===== config.mk =====
export PLATFORM = sky130hd
export DESIGN_NAME = apb4_master_fsm
export DESIGN_NICKNAME = d
export VERILOG_FILES = /design/src/rtl/apb4_master_fsm.sv
export SDC_FILE = /design/constraint.sdc
export NUM_CORES = 1
export LEC_CHECK = 0
export ABC_CLOCK_PERIOD_IN_PS = 6600
export CAP_MARGIN = 20
export CORE_AREA = 8 8 106 108
export CTS_BUF_LIST = sky130_fd_sc_hd__clkbuf_8
export DETAILED_ROUTE_END_ITERATION = 16
export DIE_AREA = 0 0 114 116
export PLACE_DENSITY = 0.83
export SLEW_MARGIN = 20
export SYNTH_ARGS = -nofsm -noshare
export SYNTH_HDL_FRONTEND = slang
export SYNTH_SLANG_ARGS = --single-unit

===== constraint.sdc =====
create_clock -name clk -period 6.6 [get_ports clk]
set_clock_uncertainty 0.15 [all_clocks]
set_input_delay 0.66 -clock clk [delete_from_list [all_inputs] [get_ports clk]]
set_output_delay 0.66 -clock clk [all_outputs]
set_load 0.005 [all_outputs]

===== src/rtl/apb4_master_fsm.sv =====
// apb4_master_fsm
//   Pops packed commands {write, addr, byte_en, data} from the bridge command
//   FIFO and runs each as one APB4 transfer (SETUP then ACCESS). Every finished
//   transfer produces a one-cycle response pulse carrying read data and error.
//   This block is the only driver of the bridge's APB4 master signals.
//
// Ports
//   clk, reset          clock (posedge) and asynchronous active-high reset
//   fifo_empty          command FIFO empty flag
//   fifo_dout           FIFO read data, valid the cycle after fifo_rd_en
//   fifo_rd_en          pop request (combinational, never while empty)
//   PADDR/PWRITE/PWDATA/PSTRB  captured command, held until the next load
//   PSEL/PENABLE/PPROT  APB phase signals; PPROT = PPROT_VAL during a transfer
//   PREADY/PRDATA/PSLVERR      slave response
//   rsp_valid           one-cycle completion pulse
//   rsp_rdata/rsp_err   response payload, held until the next rsp_valid
//   busy                high in any state other than idle
//
// Optional feature
//   APB_TIMEOUT_EN: abort ACCESS as an error completion after TIMEOUT_CYCLES
//   not-ready wait cycles. Without it ACCESS waits for PREADY indefinitely.

module apb4_master_fsm #(
  parameter int unsigned ADDR_W         = 32,
  parameter int unsigned DATA_W         = 32,
  parameter int unsigned ENTRY_W        = 1 + ADDR_W + DATA_W + DATA_W / 8,
  parameter logic [2:0]  PPROT_VAL      = 3'b000,
  parameter int unsigned TIMEOUT_CYCLES = 256
) (
  input  logic                  clk,
  input  logic                  reset,
  input  logic                  fifo_empty,
  input  logic [ENTRY_W-1:0]    fifo_dout,
  output logic                  fifo_rd_en,
  output logic [ADDR_W-1:0]     PADDR,
  output logic                  PSEL,
  output logic                  PENABLE,
  output logic                  PWRITE,
  output logic [DATA_W-1:0]     PWDATA,
  output logic [DATA_W/8-1:0]   PSTRB,
  output logic [2:0]            PPROT,
  input  logic                  PREADY,
  input  logic [DATA_W-1:0]     PRDATA,
  input  logic                  PSLVERR,
  output logic                  rsp_valid,
  output logic [DATA_W-1:0]     rsp_rdata,
  output logic                  rsp_err,
  output logic                  busy
);

  localparam int unsigned StrbW = DATA_W / 8;

  typedef enum logic [1:0] {StIdle, StLoad, StSetup, StAccess} state_e;

  state_e state_q, state_d;

  logic [ADDR_W-1:0] paddr_q;
  logic              pwrite_q;
  logic [DATA_W-1:0] pwdata_q;
  logic [StrbW-1:0]  pstrb_q;
  logic              rsp_valid_q;
  logic [DATA_W-1:0] rsp_rdata_q;
  logic              rsp_err_q;

  logic              rd_req;
  logic              load_en;
  logic              done;
  logic              done_err;
  logic [DATA_W-1:0] done_rdata;

  // Entry fields, MSB to LSB: write, addr, byte_en, data.
  logic              entry_write;
  logic [ADDR_W-1:0] entry_addr;
  logic [StrbW-1:0]  entry_strb;
  logic [DATA_W-1:0] entry_data;

  assign entry_write = fifo_dout[ENTRY_W-1];
  assign entry_addr  = fifo_dout[ENTRY_W-2 -: ADDR_W];
  assign entry_strb  = fifo_dout[DATA_W +: StrbW];
  assign entry_data  = fifo_dout[DATA_W-1:0];

`ifdef APB_TIMEOUT_EN
  localparam int unsigned CntW = $clog2(TIMEOUT_CYCLES) + 1;
  logic [CntW-1:0] cnt_q, cnt_d;
`endif

  always_comb begin
    state_d    = state_q;
    rd_req     = 1'b0;
    load_en    = 1'b0;
    PSEL       = 1'b0;
    PENABLE    = 1'b0;
    PPROT      = 3'b000;
    done       = 1'b0;
    done_err   = 1'b0;
    done_rdata = '0;
`ifdef APB_TIMEOUT_EN
    cnt_d      = cnt_q;
`endif
    unique case (state_q)
      StIdle: begin
        if (!fifo_empty) begin
          rd_req  = 1'b1;
          state_d = StLoad;
        end
      end
      StLoad: begin
        load_en = 1'b1;
        state_d = StSetup;
      end
      StSetup: begin
        PSEL    = 1'b1;
        PPROT   = PPROT_VAL;
        state_d = StAccess;
`ifdef APB_TIMEOUT_EN
        cnt_d   = '0;
`endif
      end
      StAccess: begin
        PSEL    = 1'b1;
        PENABLE = 1'b1;
        PPROT   = PPROT_VAL;
        if (PREADY) begin
          done       = 1'b1;
          done_err   = PSLVERR;
          done_rdata = pwrite_q ? '0 : PRDATA;
`ifdef APB_TIMEOUT_EN
        end else if (cnt_q == CntW'(TIMEOUT_CYCLES)) begin
          done     = 1'b1;
          done_err = 1'b1;
        end else begin
          cnt_d = cnt_q + CntW'(1);
`endif
        end
        // Chain straight into the next entry so no idle cycle is spent.
        if (done) begin
          if (!fifo_empty) begin
            rd_req  = 1'b1;
            state_d = StLoad;
          end else begin
            state_d = StIdle;
          end
        end
      end
      default: state_d = StIdle;
    endcase
  end

  always_ff @(posedge clk or posedge reset) begin
    if (reset) begin
      state_q     <= StIdle;
      paddr_q     <= '0;
      pwrite_q    <= 1'b0;
      pwdata_q    <= '0;
      pstrb_q     <= '0;
      rsp_valid_q <= 1'b0;
      rsp_rdata_q <= '0;
      rsp_err_q   <= 1'b0;
    end else begin
      state_q     <= state_d;
      rsp_valid_q <= done;
      if (load_en) begin
        paddr_q  <= entry_addr;
        pwrite_q <= entry_write;
        pwdata_q <= entry_data;
        pstrb_q  <= entry_write ? entry_strb : '0;
      end
      if (done) begin
        rsp_rdata_q <= done_rdata;
        rsp_err_q   <= done_err;
      end
    end
  end

`ifdef APB_TIMEOUT_EN
  always_ff @(posedge clk or posedge reset) begin
    if (reset) begin
      cnt_q <= '0;
    end else begin
      cnt_q <= cnt_d;
    end
  end
`endif

  // Gated by reset so the pop request is low while reset is held.
  assign fifo_rd_en = rd_req & ~reset;
  assign PADDR      = paddr_q;
  assign PWRITE     = pwrite_q;
  assign PWDATA     = pwdata_q;
  assign PSTRB      = pstrb_q;
  assign rsp_valid  = rsp_valid_q;
  assign rsp_rdata  = rsp_rdata_q;
  assign rsp_err    = rsp_err_q;
  assign busy       = (state_q != StIdle);

endmodule

==> results of run 1 <==
-- area by class of cell --
| class | instances | area (um2) | share of cell area |
|---|---|---|---|
| Clock inverter | 6 | 60.1 | 0.00933 |
| Timing Repair Buffer | 215 | 2150 | 0.334 |
| Sequential cell | 105 | 2630 | 0.408 |
| Multi-Input combinational cell | 128 | 1250 | 0.194 |
| Tap cell | 133 | 166 | 0.0259 |
| Inverter | 10 | 40.0 | 0.00622 |
| Clock buffer | 10 | 138 | 0.0214 |
-- synthesized netlist by cell type, drive strengths merged (3+ instances only) --
library cell    n
clkbuf          3
nand2           3
buf            14
dfrtp         105
a22o           32
ha              6
mux2           66
o21ai           5
nand3           4
inv            10
-- report_power, final --
part	internal, W	total (W)	switching [W]
combinational	0.000925	0.00138	0.000453
sequential	0.000954	0.00112	0.000170
clock	0.000184	0.000395	0.000211
-- metal layers --
metal	up-vias	wire, um	part of all wire
met2	136	5570	0.49
met4	0	200	0.018
li1	1338	-	-
met1	1433	4510	0.40
met5	-	0	0
met3	15	1130	0.099
-- path summary, 6_finish.rpt --
| kind | start | end | cells past startpoint |
|---|---|---|---|
| setup reg to reg | state_q[1]$_DFFE_PP0P_ | PWDATA[7]$_DFFE_PP0N_ | 4 |
| min in group asynchronous | reset | rsp_rdata[15]$_DFFE_PP0P_ | 2 |
| hold / removal | PWDATA[3]$_DFFE_PP0N_ | PWDATA[3]$_DFFE_PP0N_ | 1 |
| setup / recovery | PREADY | fifo_rd_en | 4 |
| hold reg to reg | PWDATA[3]$_DFFE_PP0N_ | PWDATA[3]$_DFFE_PP0N_ | 1 |
| max in group asynchronous | reset | PWDATA[5]$_DFFE_PP0N_ | 3 |
-- state kept, by name (all words and copies together) (netlist names) --
register   count
state_q        2
PADDR         32
rsp_valid      1
PWRITE         1
PSTRB          4
rsp_err        1
PWDATA        32
rsp_rdata     32
-- logic make-up after synthesis --
logic type | Yosys count
and+or+nand+nor | 12
muxes | 66
DFF | 105
buffers and inverters | 27
AOI/OAI and AO/OA | 41
adders and majority gates | 6
other | 1
-- stage by stage --
stage | total power, W | hold WS [ps] | utilization
after floorplan | 0.00170 | 323 | -
after global placement | 0.00249 | 311 | 0.651
after detailed placement | 0.00255 | 340 | 0.653
after CTS | 0.00295 | 365 | 0.674
after global routing | 0.00308 | 375 | 0.674
final | 0.00290 | 361 | 0.674
-- worst register-to-register path, cell delays in order (launching register included) --
cell and delay, ps:
sky130_fd_sc_hd__dfrtp_1 460, sky130_fd_sc_hd__inv_1 140, sky130_fd_sc_hd__ha_2 540, sky130_fd_sc_hd__buf_4 620
sky130_fd_sc_hd__mux2_2 440
==> flow_summary_export.csv, run 1 <==
group,metric,value,unit
yosys,async_reset_ff_frac,1.00,
yosys,synth_simple_gate_area_share,0.0196,
drt,drt_pass1_iterations,4,
cells_and_area,fin_cells,607,
drt,drtIter0Drc,102,
clocking,tritoncts_num_sinks,105,
clocking,post_cts_buffers,0,
worst_setup_path,critical_path_buf_inv_count,2,
timing,final_max_slew_viol_count,0,
yosys,muxShareOfSynthArea,0.185,
status,result_of_the_run,"finished clean",
clocking,clock_latency,350,ps
clocking,hold_buffers,0,
yosys,number_of_synthesized_register_bits,105,
drt,drt-vias-per-instance,4.81,
power_and_ir_drop,power.ir.vdd_worst,0.217,mV
worst_setup_path,critical_path.most_common_cell,"sky130_fd_sc_hd__clkdlybuf4s50_1",
worst_setup_path,setup.worst_path.class,"input pin to output port",
clocking,root_buffer_master,"sky130_fd_sc_hd__clkbuf_8",
floorplan,initial_utilization,0.420,
worst_setup_path,critical_path_fanouts_max,37,
cells_and_area,area_growth,60.3,%
grt,grt-ovfl-total,0,
power_and_ir_drop,pwr_density_cell,450,nW/um2
timing,hold_violations,0,
yosys,predominant_post_synthesis_flop_cell,"sky130_fd_sc_hd__dfrtp_1",
yosys,netlist.top_cell.by_area,"sky130_fd_sc_hd__dfrtp_1",
cells_and_area,final_area,6430,um2
cells_and_area,layout_common_cells,"sky130_fd_sc_hd__clkdlybuf4s50_1 (212), sky130_fd_sc_hd__dfrtp_1 (105), sky130_fd_sc_hd__mux2_2 (66)",
timing,tns,0,ps
run,max_cap_violations,0,
yosys,synthAdderAreaFrac,0.0187,
grt,antenna_found_initial,0,
timing,unrepaired_setup_endpoints_after_global_routing,"false",
placement,dp_hpwl,8880,um
yosys,synth_enable_flop_cells,0,
worst_setup_path,timing.critical_path.slowest_stage_cell,"sky130_fd_sc_hd__clkdlybuf4s50_1",
yosys,synth_instances,258,
yosys,dominant_combinational_cell_family_by_area_after_synthesis,"multiplexers",
worst_setup_path,timing.critical_path.arrival,2580,ps
timing,layout_worst_path_cycle_share,0.513,
clocking,cts_inserted_buffers,9,
yosys,mappedNetlistArea,4010,um2
grt,grt_util_met1,0.187,
worst_setup_path,r2r_setup_slack,4120,ps
yosys,post_synth_main_area_contributors,"sky130_fd_sc_hd__dfrtp_1 (65%), sky130_fd_sc_hd__mux2_2 (19%), sky130_fd_sc_hd__a22o_1 (7.0%), sky130_fd_sc_hd__ha_1 (1.9%), sky130_fd_sc_hd__buf_2 (1.0%)",
grt,grt_max_degree,55,
worst_setup_path,critical-path-top-delay-family,"buffers and inverters",
drt,vias,2922,
yosys,synth_compound_gate_area_share,0.0845,
floorplan,dieArea,13200,um2
worst_setup_path,crit_path_max_incr_delay,600,ps
power_and_ir_drop,leakagePower,2.74,nW
grt,groute.layer.met3.usage,0.0787,
placement,detailedPlace.worstSlack,3170,ps
cells_and_area,layout-drive-gt1-share,0.186,
yosys,synthXorXnorAreaFrac,0,
floorplan,die-width,114,um
timing,clock.fmax,0.295,GHz
clocking,ctsHtreeMaxLevel,3,
drt,final_antenna_net_count,0,
cells_and_area,design.final.nets,581,
yosys,synth_cell_type_count,23,
yosys,synth.yosys.warnings,0,
cells_and_area,filler_cell_count,710,
hold_path,holdCritPathClass,"flop to flop",
timing,layout_min_cycle_time,3390,ps
floorplan,core_area,9550,um2
floorplan,chipHeight,116,um
worst_setup_path,end_kind,"output port",
yosys,synth_seq_area_share,0.655,
yosys,postSynthAreaPerCell,15.6,um2
grt,grt_util_met2,0.293,
timing,final-setup-viol-count,0,
drt,wl_per_cell,18.8,um
worst_setup_path,cp_data_required_time,5790,ps
clocking,max-clock-path-buffers,2,
cells_and_area,final_common_cell,"sky130_fd_sc_hd__clkdlybuf4s50_1",
placement,port_buffers,212,
worst_setup_path,cp-start-kind,"input pin",
timing,final_worst_setup_slack,3210,ps
drt,final_wl,11400,um
drt,detail_route.drc_violations,0,
worst_setup_path,worstPathCellList,"clkdlybuf4s50_1 -> nand2_4 -> a2111oi_0 -> clkdlybuf4s50_1",
placement,place.gp.congestion,0.819,
clocking,clk_transition_reported_paths,80,ps
grt,grt_busiest_layer,"met2",
clocking,cts_resized,0,
grt,first_global_vias,3274,
yosys,synth_top_cell_area_share,0.655,
grt,global_route.usage.total,0.172,
placement,place_area,6240,um2
floorplan,num_rows,36,
placement,dp_cells,591,
timing,worst_pin_slew,655,ps
cells_and_area,antennaDiodeCount,0,
clocking,clock_tree_from_tritoncts,"done",
timing,max_transition_margin,0.563,
floorplan,num_io_pins,216,
grt,wire_length_of_the_first_global_routing_pass,17600,um
Note: power is estimated with default switching activity, not from simulation.
==> run 2: changes to the inputs <==
Settings changed: ABC_CLOCK_PERIOD_IN_PS 6600 to 3300, CORE_AREA 8 8 106 108 to 8 8 110 112, DIE_AREA 0 0 114 116 to 0 0 118 120, PLACE_DENSITY 0.83 to 0.77.
Clock period 6.6 ns to 3.3 ns, I/O delays scaled along.
==> flow_summary_export.csv, run 2 (synthesis gave the netlist of run 1 again) <==
group,metric,value,unit
floorplan,initial_utilization,0.382,
power_and_ir_drop,power.share.clock,0.139,
status,result_of_the_run,"finished clean",
worst_setup_path,setup.worst_path.class,"flop to output port",
grt,global_route.usage.total,0.157,
clocking,ctsHtreeMaxLevel,3,
timing,tns,0,ps
worst_setup_path,critical_path_fanouts_max,5,
placement,port_buffers,212,
power_and_ir_drop,seqPwrFrac,0.386,
worst_setup_path,end_kind,"output port",
grt,antenna_found_initial,0,
drt,wl_per_cell,18.1,um
run,max_cap_violations,0,
floorplan,dieArea,14200,um2
drt,final_wl,11100,um
clocking,hold_buffers,0,
cells_and_area,design.final.nets,582,
drt,drt_pass1_iterations,4,
power_and_ir_drop,internal_power,0.00415,W
cells_and_area,final_common_cell,"sky130_fd_sc_hd__clkdlybuf4s50_1",
timing,layout_min_cycle_time,2680,ps
cells_and_area,antennaDiodeCount,0,
floorplan,core_area,10500,um2
floorplan,num_io_pins,216,
timing,final_max_slew_viol_count,0,
power_and_ir_drop,switching_power_summed_over_all_nets,0.00167,W
timing,unrepaired_setup_endpoints_after_global_routing,"false",
timing,hold_violations,0,
cells_and_area,final_area,6470,um2
clocking,max-clock-path-buffers,2,
power_and_ir_drop,pwr_density_cell,899,nW/um2
drt,drt-vias-per-instance,4.74,
floorplan,chipHeight,120,um
drt,detail_route.drc_violations,0,
cells_and_area,area_growth,61.3,%
worst_setup_path,timing.critical_path.arrival,2200,ps
floorplan,num_rows,38,
power_and_ir_drop,switching_share,0.287,
drt,vias,2914,
clocking,cts_inserted_buffers,9,
clocking,cts_resized,0,
placement,place.gp.congestion,0.747,
clocking,clk_transition_reported_paths,100,ps
power_and_ir_drop,leakagePower,2.74,nW
power_and_ir_drop,combinationalPowerShare,0.476,
clocking,root_buffer_master,"sky130_fd_sc_hd__clkbuf_8",
placement,dp_hpwl,8580,um
grt,grt_max_degree,74,
drt,final_antenna_net_count,0,
cells_and_area,filler_cell_count,826,
timing,clock.fmax,0.373,GHz
grt,first_global_vias,3212,
timing,max_transition_margin,0.578,
timing,layout_worst_path_cycle_share,0.813,
hold_path,holdCritPathClass,"input pin to async pin",
clocking,clock_tree_from_tritoncts,"done",
clocking,tritoncts_num_sinks,105,
worst_setup_path,cp-start-kind,"flop",
cells_and_area,layout_common_cells,"sky130_fd_sc_hd__clkdlybuf4s50_1 (212), sky130_fd_sc_hd__dfrtp_1 (105), sky130_fd_sc_hd__mux2_2 (66)",
placement,place_area,6270,um2
drt,drtIter0Drc,108,
cells_and_area,layout-drive-gt1-share,0.189,
grt,grt-ovfl-total,0,
clocking,clock_latency,350,ps
grt,wire_length_of_the_first_global_routing_pass,17700,um
floorplan,die-width,118,um
timing,final-setup-viol-count,0,
power_and_ir_drop,power.ir.vdd_worst,0.577,mV
timing,worst_pin_slew,633,ps
clocking,post_cts_buffers,0,
worst_setup_path,cp_data_required_time,2820,ps
## run 2: cell count changes in the layout (fill, tap and decap cells not counted), sizes merged
| cell | before | now |
|---|---|---|
| clkinv | 3 | 1 |
| clkinvlp | 0 | 2 |
| buf | 3 | 4 |
## run 2: routing by layer
metal | share of wire | track usage
met5 | 0 | 0
met4 | 0.0065 | 0.0504
met3 | 0.092 | 0.0662
met2 | 0.51 | 0.268
met1 | 0.39 | 0.174
## run 2: layout make-up
cell class	instances	area (um2)	area share
tap	140	175	0.0271
inverter	10	40.0	0.00618
multi-input combinational	128	1250	0.193
clock buffer	10	138	0.0213
clock inverter	6	66.3	0.0102
timing repair buffer	216	2180	0.336
sequential	105	2630	0.406
## run 2: per-stage QoR
stage | cells | hold slack (ps) | total power, W | utilization | worst slack [ps]
floorplan | 260 | 313 | 0.00339 | - | 59.5
finish | 615 | 273 | 0.00582 | 0.616 | 617
CTS | 615 | 282 | 0.00592 | 0.616 | 554
global route | 615 | 318 | 0.00620 | 0.616 | 406
detailed placement | 599 | 330 | 0.00510 | 0.597 | 929
global placement | 599 | 326 | 0.00500 | 0.597 | 918
## run 2: path summary, 6_finish.rpt
check	end	slack (ps)	from	depth (start not counted)
setup reg to reg	rsp_rdata[21]$_DFFE_PP0P_	1270	state_q[1]$_DFFE_PP0P_	6
min in group clk	rsp_err$_DFFE_PP0P_	350	rsp_err$_DFFE_PP0P_	2
hold / removal	state_q[1]$_DFFE_PP0P_	270	reset	2
hold reg to reg	rsp_err$_DFFE_PP0P_	350	rsp_err$_DFFE_PP0P_	2
setup / recovery	fifo_rd_en	620	state_q[0]$_DFFE_PP0P_	4
max in group asynchronous	PSTRB[3]$_DFFE_PP0N_	2000	reset	3
## run 2: power by group through the flow
stage          Sequential (W)  Combinational [W]  Clock [W]
2_1_floorplan         0.00229            0.00110          0
3_3_place_gp          0.00224            0.00276          0
3_5_place_dp          0.00227            0.00283          0
4_1_cts               0.00225            0.00283   0.000837
5_1_grt               0.00234            0.00298   0.000886
6_report              0.00224            0.00277   0.000807
## run 2: critical path, cell delays in order, from the launching register on
cell                              delay, ps
sky130_fd_sc_hd__dfrtp_1                450
sky130_fd_sc_hd__inv_1                  120
sky130_fd_sc_hd__ha_1                   330
sky130_fd_sc_hd__a2111oi_0              360
sky130_fd_sc_hd__clkdlybuf4s50_1        580
==> run 3: changes to the inputs <==
Settings changed: ABC_CLOCK_PERIOD_IN_PS 3300 to 2700.
Clock period 3.3 ns to 2.7 ns, I/O delays scaled along.
==> flow_summary_export.csv, run 3 (synthesis gave the netlist of run 1 again) <==
group,metric,value,unit
clocking,clk_transition_reported_paths,90,ps
cells_and_area,layout-drive-gt1-share,0.192,
power_and_ir_drop,leakagePower,2.75,nW
placement,place.gp.congestion,0.689,
timing,holdWs,182,ps
floorplan,dieArea,14200,um2
drt,drt-vias-per-instance,4.70,
timing,layout_min_cycle_time,2240,ps
worst_setup_path,cp_data_required_time,2280,ps
status,result_of_the_run,"finished clean",
placement,port_buffers,212,
worst_setup_path,setup.worst_path.class,"flop to output port",
cells_and_area,area_growth,60.7,%
cells_and_area,design.final.nets,582,
cells_and_area,final_area,6450,um2
power_and_ir_drop,seqPwrFrac,0.393,
clocking,cts_inserted_buffers,9,
clocking,clock_latency,350,ps
power_and_ir_drop,power.ir.vdd_worst,0.740,mV
floorplan,num_io_pins,216,
worst_setup_path,end_kind,"output port",
drt,detail_route.drc_violations,0,
clocking,clock_tree_from_tritoncts,"done",
cells_and_area,final_common_cell,"sky130_fd_sc_hd__clkdlybuf4s50_1",
timing,final_worst_setup_slack,461,ps
drt,wl_per_cell,18.3,um
drt,drtIter0Drc,125,
floorplan,chipHeight,120,um
power_and_ir_drop,switching_power_summed_over_all_nets,0.00203,W
hold_path,holdCritPathClass,"input pin to async pin",
power_and_ir_drop,power.share.clock,0.119,
cells_and_area,layout_common_cells,"sky130_fd_sc_hd__clkdlybuf4s50_1 (211), sky130_fd_sc_hd__dfrtp_1 (104), sky130_fd_sc_hd__mux2_2 (66)",
power_and_ir_drop,switching_share,0.290,
placement,dp_hpwl,8610,um
clocking,root_buffer_master,"sky130_fd_sc_hd__clkbuf_8",
grt,global_route.usage.total,0.160,
clocking,ctsHtreeMaxLevel,3,
grt,grt_max_degree,90,
timing,hold_violations,0,
grt,grt-ovfl-total,0,
drt,vias,2883,
timing,layout_worst_path_cycle_share,0.829,
power_and_ir_drop,pwr_density_cell,1080,nW/um2
timing,tns,0,ps
floorplan,die-width,118,um
timing,final_max_slew_viol_count,0,
grt,wire_length_of_the_first_global_routing_pass,18100,um
floorplan,core_area,10500,um2
drt,final_wl,11200,um
floorplan,num_rows,38,
cells_and_area,antennaDiodeCount,0,
grt,first_global_vias,3278,
floorplan,initial_utilization,0.382,
placement,detailedPlace.worstSlack,371,ps
worst_setup_path,timing.critical_path.arrival,1820,ps
grt,antenna_found_initial,0,
worst_setup_path,critical_path_fanouts_max,5,
run,max_cap_violations,0,
timing,clock.fmax,0.447,GHz
power_and_ir_drop,internal_power,0.00496,W
clocking,hold_buffers,0,
drt,drt_pass1_iterations,4,
clocking,tritoncts_num_sinks,105,
clocking,max-clock-path-buffers,2,
timing,final-setup-viol-count,0,
placement,place_area,6280,um2
timing,unrepaired_setup_endpoints_after_global_routing,"false",
worst_setup_path,cp-start-kind,"flop",
power_and_ir_drop,combinationalPowerShare,0.488,
cells_and_area,filler_cell_count,847,
drt,final_antenna_net_count,0,
## run 3: power by group through the flow
stage / clock, W / sequential, W / combinational, W
5_1_grt: 0.000928 / 0.00287 / 0.00367
4_1_cts: 0.000874 / 0.00275 / 0.00348
6_report: 0.000830 / 0.00274 / 0.00341
3_5_place_dp: 0 / 0.00277 / 0.00348
3_3_place_gp: 0 / 0.00274 / 0.00339
2_1_floorplan: 0 / 0.00280 / 0.00134
## run 3: per-stage QoR
stage               std cells  total power [W]   util
floorplan                 260          0.00415      -
global placement          599          0.00613  0.598
detailed placement        599          0.00625  0.598
CTS                       614          0.00711  0.613
global route              614          0.00747  0.614
finish                    614          0.00699  0.614
## run 3: critical path: stages, from the launching register on
cell                              delay [ps]
sky130_fd_sc_hd__dfrtp_2                 460
sky130_fd_sc_hd__ha_1                    250
sky130_fd_sc_hd__or2_2                   310
sky130_fd_sc_hd__clkdlybuf4s50_1         470
## run 3: cell type report
type                       count  area, um2  area share
clock buffer                   9        124      0.0192
clock inverter                 6       35.0     0.00543
sequential                   105       2630       0.408
timing repair buffer         216       2180       0.338
inverter                      10       41.3     0.00640
tap                          140        175      0.0272
multi-input combinational    128       1270       0.196
## run 3: per-layer routing
metal / track usage / part of all wire / vias up
met1: 0.173 / 0.38 / 1407
li1: - / - / 1338
met2: 0.281 / 0.52 / 121
met3: 0.0578 / 0.075 / 17
met5: 0 / 0 / -
met4: 0.0633 / 0.022 / 0
## run 3: final timing paths
kind / start / end / slack, ps / cells after the start
max in group asynchronous: reset / PADDR[4]$_DFFE_PP0N_ / 1460 / 3
min in group clk: rsp_err$_DFFE_PP0P_ / rsp_err$_DFFE_PP0P_ / 340 / 2
setup reg to reg: state_q[1]$_DFFE_PP0P_ / rsp_rdata[15]$_DFFE_PP0P_ / 700 / 6
hold reg to reg: rsp_err$_DFFE_PP0P_ / rsp_err$_DFFE_PP0P_ / 340 / 2
hold / removal: reset / PWDATA[5]$_DFFE_PP0N_ / 180 / 2
setup / recovery: state_q[0]$_DFFE_PP0P_ / PSEL / 460 / 3
## run 3: what timing repair did
item                       in CTS  in global routing
gates resized for setup         1                  3
buffers inserted                0                  0
setup endpoints to repair       1                  1
==> RTL edit 1, RTL diff (settings of run 3) <==
The option `APB_TIMEOUT_EN` is turned on by a define.
--- a/src/rtl/apb4_master_fsm.sv
+++ b/src/rtl/apb4_master_fsm.sv
@@ -21,2 +21,4 @@
 //   not-ready wait cycles. Without it ACCESS waits for PREADY indefinitely.
+
+`define APB_TIMEOUT_EN
 
Function: same outputs for any inputs over 10 cycles, from zero or initial values and one cycle with reset high; that may be too few to reach the edited logic, so the function may still have changed.
==> RTL edit 1 against run 3 <==
Cell area grew 13%; worst hold slack lost 0.070 ns; area after synthesis grew 15%; critical path type unchanged; sequential cell count grew 9; setup slack lost 0.30 ns; power grew 19%; routed wire length grew 17%.
==> RTL edit 1: results (changes against run 3) <==
status completed; Met1 Wirelength 5260 microns (+22%); share of layout cells above drive strength 1 0.210 (+0.0178); Worst Path Arrival 2.12 ns (+0.30 ns); leading post-synthesis cells by cell area dfrtp_1, mux2_2, a22o_1, ha_1, inv_1; Initial DRC Count 161 (+29%); WL met3 762 microns (-9.4%); met2 wire length 6750 microns (+16%); Total Routing Usage GR 0.186 (+0.0258); Reg2Reg Setup Slack 0.31 ns (-0.39 ns); library cells used by synthesis 39 (+70%); synth cell count leaders dfrtp_1, mux2_2, a22o_1, inv_1; Layout Nets 653 (+12%); Num CTS Buffers 17 (+8); wire per inst 18.9 microns (+3.6%); RR Endpoint cnt_q[7]; sequential element share of the synthesized area 0.619 (-0.0359); CTS H-tree depth 4 (+1); crit path max fanout 7 (+2); DR vias/cell 4.92 (+4.7%); worst-skew pair later-pin latency 0.42 ns (+0.07 ns); pin count of the biggest net entering global routing 61 (-32%); Cells after Synth 320 (+24%); routability cong. 0.793 (+15%); Cells after DPL 661 (+10%); Routed WL 13100 microns (+17%); leakage 3.09 nW (+12%); DP HPWL 9900 microns (+15%); Worst VDD drop 0.000503 V (-32%)
[RTL edit 1: cell count changes after synthesis, moves of 2 or more]
cell,run 3,this run
a221o_1,0,2
nand3_1,4,7
dfrtp_1,105,114
nand2_1,2,6
clkbuf_1,3,9
buf_2,8,2
a21oi_1,0,2
nand2b_1,0,2
nor2_1,1,8
o21ai_0,5,9
and3_1,0,6
inv_1,10,15
[RTL edit 1: kinds of logic after synthesis]
logic type,share of synthesized area
other cells,0.000814
buf+inv,0.0380
fa+ha+maj,0.0190
simple gates,0.0508
flops,0.619
compound gates,0.107
mux,0.166
[RTL edit 1: through the flow]
| stage | worst slack, ns | hold WS (ns) |
|---|---|---|
| global placement | 0.201 | 0.336 |
| global route | 0.0278 | 0.127 |
| CTS | 0.00626 | 0.103 |
| finish | 0.164 | 0.112 |
| detailed placement | 0.177 | 0.340 |
| floorplan | 0.788 | 0.246 |
[RTL edit 1: cell type report]
type                       instances  area, sq um
clock buffer                      18          248
fill                             769         3240
sequential                       114         2850
inverter                          15         60.1
multi-input combinational        174         1590
tap                              140          175
timing repair buffer             218         2200
clock inverter                    14          140
[RTL edit 1: how the worst max path moves through the flow]
stage / start / to / slack [ns] / depth (start not counted)
CTS: cnt_q[4] / fifo_rd_en / 0.006 / 5
floorplan: cnt_q[4] / fifo_rd_en / 0.79 / 4
finish: cnt_q[4] / fifo_rd_en / 0.16 / 5
global route: cnt_q[4] / fifo_rd_en / 0.03 / 5
detailed placement: cnt_q[4] / fifo_rd_en / 0.18 / 5
global placement: cnt_q[4] / fifo_rd_en / 0.20 / 5
[RTL edit 1: worst max-delay path, cell delays in order (launching register included)]
cell,delay (ns)
dfrtp_2,0.46
nor4b_4,0.35
and4_4,0.29
o21ai_4,0.07
a2111oi_4,0.35
clkbuf_2,0.18
[RTL edit 1: where the power goes]
part           leakage (nW)  internal (W)  switching [W]
clock network         0.192      0.000838       0.000706
logic                  1.50       0.00246        0.00131
registers              1.40       0.00253       0.000440
[RTL edit 1: routing by layer]
layer,GRT usage,vias up
met5,0,-
met3,0.0535,32
li1,-,1586
met1,0.215,1655
met4,0.0905,0
met2,0.312,134
[RTL edit 1: what timing repair did]
action,in CTS,in global routing
pin swaps,1,1
cloned,0,0
endpoints found under the setup margin,1,1
gates resized for setup,1,3
==> RTL edit 2, RTL diff (config.mk and constraints of run 3) <==
Without the edit above. Re-encode `state_e` (4 states) as one-hot, 4 bits wide.
--- a/src/rtl/apb4_master_fsm.sv
+++ b/src/rtl/apb4_master_fsm.sv
@@ -52,3 +52,3 @@
 
-  typedef enum logic [1:0] {StIdle, StLoad, StSetup, StAccess} state_e;
+  typedef enum logic [3:0] {StIdle = 4'b0001, StLoad = 4'b0010, StSetup = 4'b0100, StAccess = 4'b1000} state_e;
 
Formal check against the unedited RTL: no difference found for any inputs over 10 cycles, from zero or initial values and one cycle with reset high; not proved beyond that.
==> RTL edit 2 against run 3 <==
Routed wire length up 0.39%; area after synthesis up 7.2%; clock power up 17%; global-route usage about the same; power down 13%; setup slack worse by 0.29 ns; critical path depth up 1; cell area up 4.8%; sequential cell count up 2.
==> RTL edit 2: results (changes against run 3) <==
status completed; Worst Path Arrival 2.11 ns (+0.29 ns); met2 GRT Util 0.257 (-0.0247); Met1 Wirelength 4670 microns (+8.6%); R2R depth 3 (-3); Max stage delay cell, worst path dfstp_2; Worst Setup SP state_q[0]; DR vias/cell 4.68 (-0.26%); Total Routing Usage GR 0.160 (about the same); Pwr Density 902 mW/mm^2 (-17%); met2 wire length 5460 microns (-6.4%); Root Driver clkbuf_8; post-layout min period 2.53 ns (+0.289 ns); wire per inst 17.5 microns (-4.3%); Post-DP Area 0.00656 sq mm (+4.4%); Psw 0.00167 W (-18%); WL met3 965 microns (+15%); Place WS 0.190 ns (-0.181 ns); Layout Nets 606 (+4.1%); synth cell count leaders dfrtp_1, mux2_2, mux2_1, nor2b_1; Initial DRC Count 170 (+36%); M3 GR Usage 0.0662 (+0.00845); leakage 2.92 nW (+6.2%); critical path depth 4 (+1); seq pwr 0.00257 W (-6%); routability cong. 0.704 (+2.1%); Worst VDD drop 0.000453 V (-39%); GR met1 Demand/Resource 0.191 (+0.0175); Worst Setup EP fifo_rd_en; vias in the first global route 3226 (-1.6%); Combinational Power 0.00256 W (-25%); PostCTS Resize Cnt 0 (-1); pin count of the biggest net entering global routing 108 (+20%); RR Endpoint PADDR[25]; library cells used by synthesis 26 (+13%); Top Family by Delay on Critical Path flip-flops
==> RTL edit 2: cell count changes after synthesis, moves of 4 or more <==
cell	run 3	this run
mux2_1	0	47
a22o_1	32	0
nor2b_1	1	32
ha_1	6	0
inv_1	10	6
mux2_2	66	51
==> RTL edit 2: cell type report <==
type,count,area (sq um)
Clock buffer,11,151
Clock inverter,4,42.5
Fill cell,827,3750
Inverter,6,26.3
Multi-Input combinational cell,160,1510
Sequential cell,107,2680
Tap cell,140,175
Timing Repair Buffer,216,2180
==> RTL edit 2: per-stage QoR <==
step	hold WS [ns]	instances
after floorplan	0.198	290
after global placement	0.316	629
after detailed placement	0.324	629
after CTS	0.292	644
after global routing	0.331	644
final	0.261	644
==> RTL edit 2: cell families after synthesis <==
family / synth area share
DFF: 0.623
and+or+nand+nor: 0.0727
other: 0.000872
AOI/OAI and AO/OA: 0.0148
muxes: 0.257
buffers and inverters: 0.0323
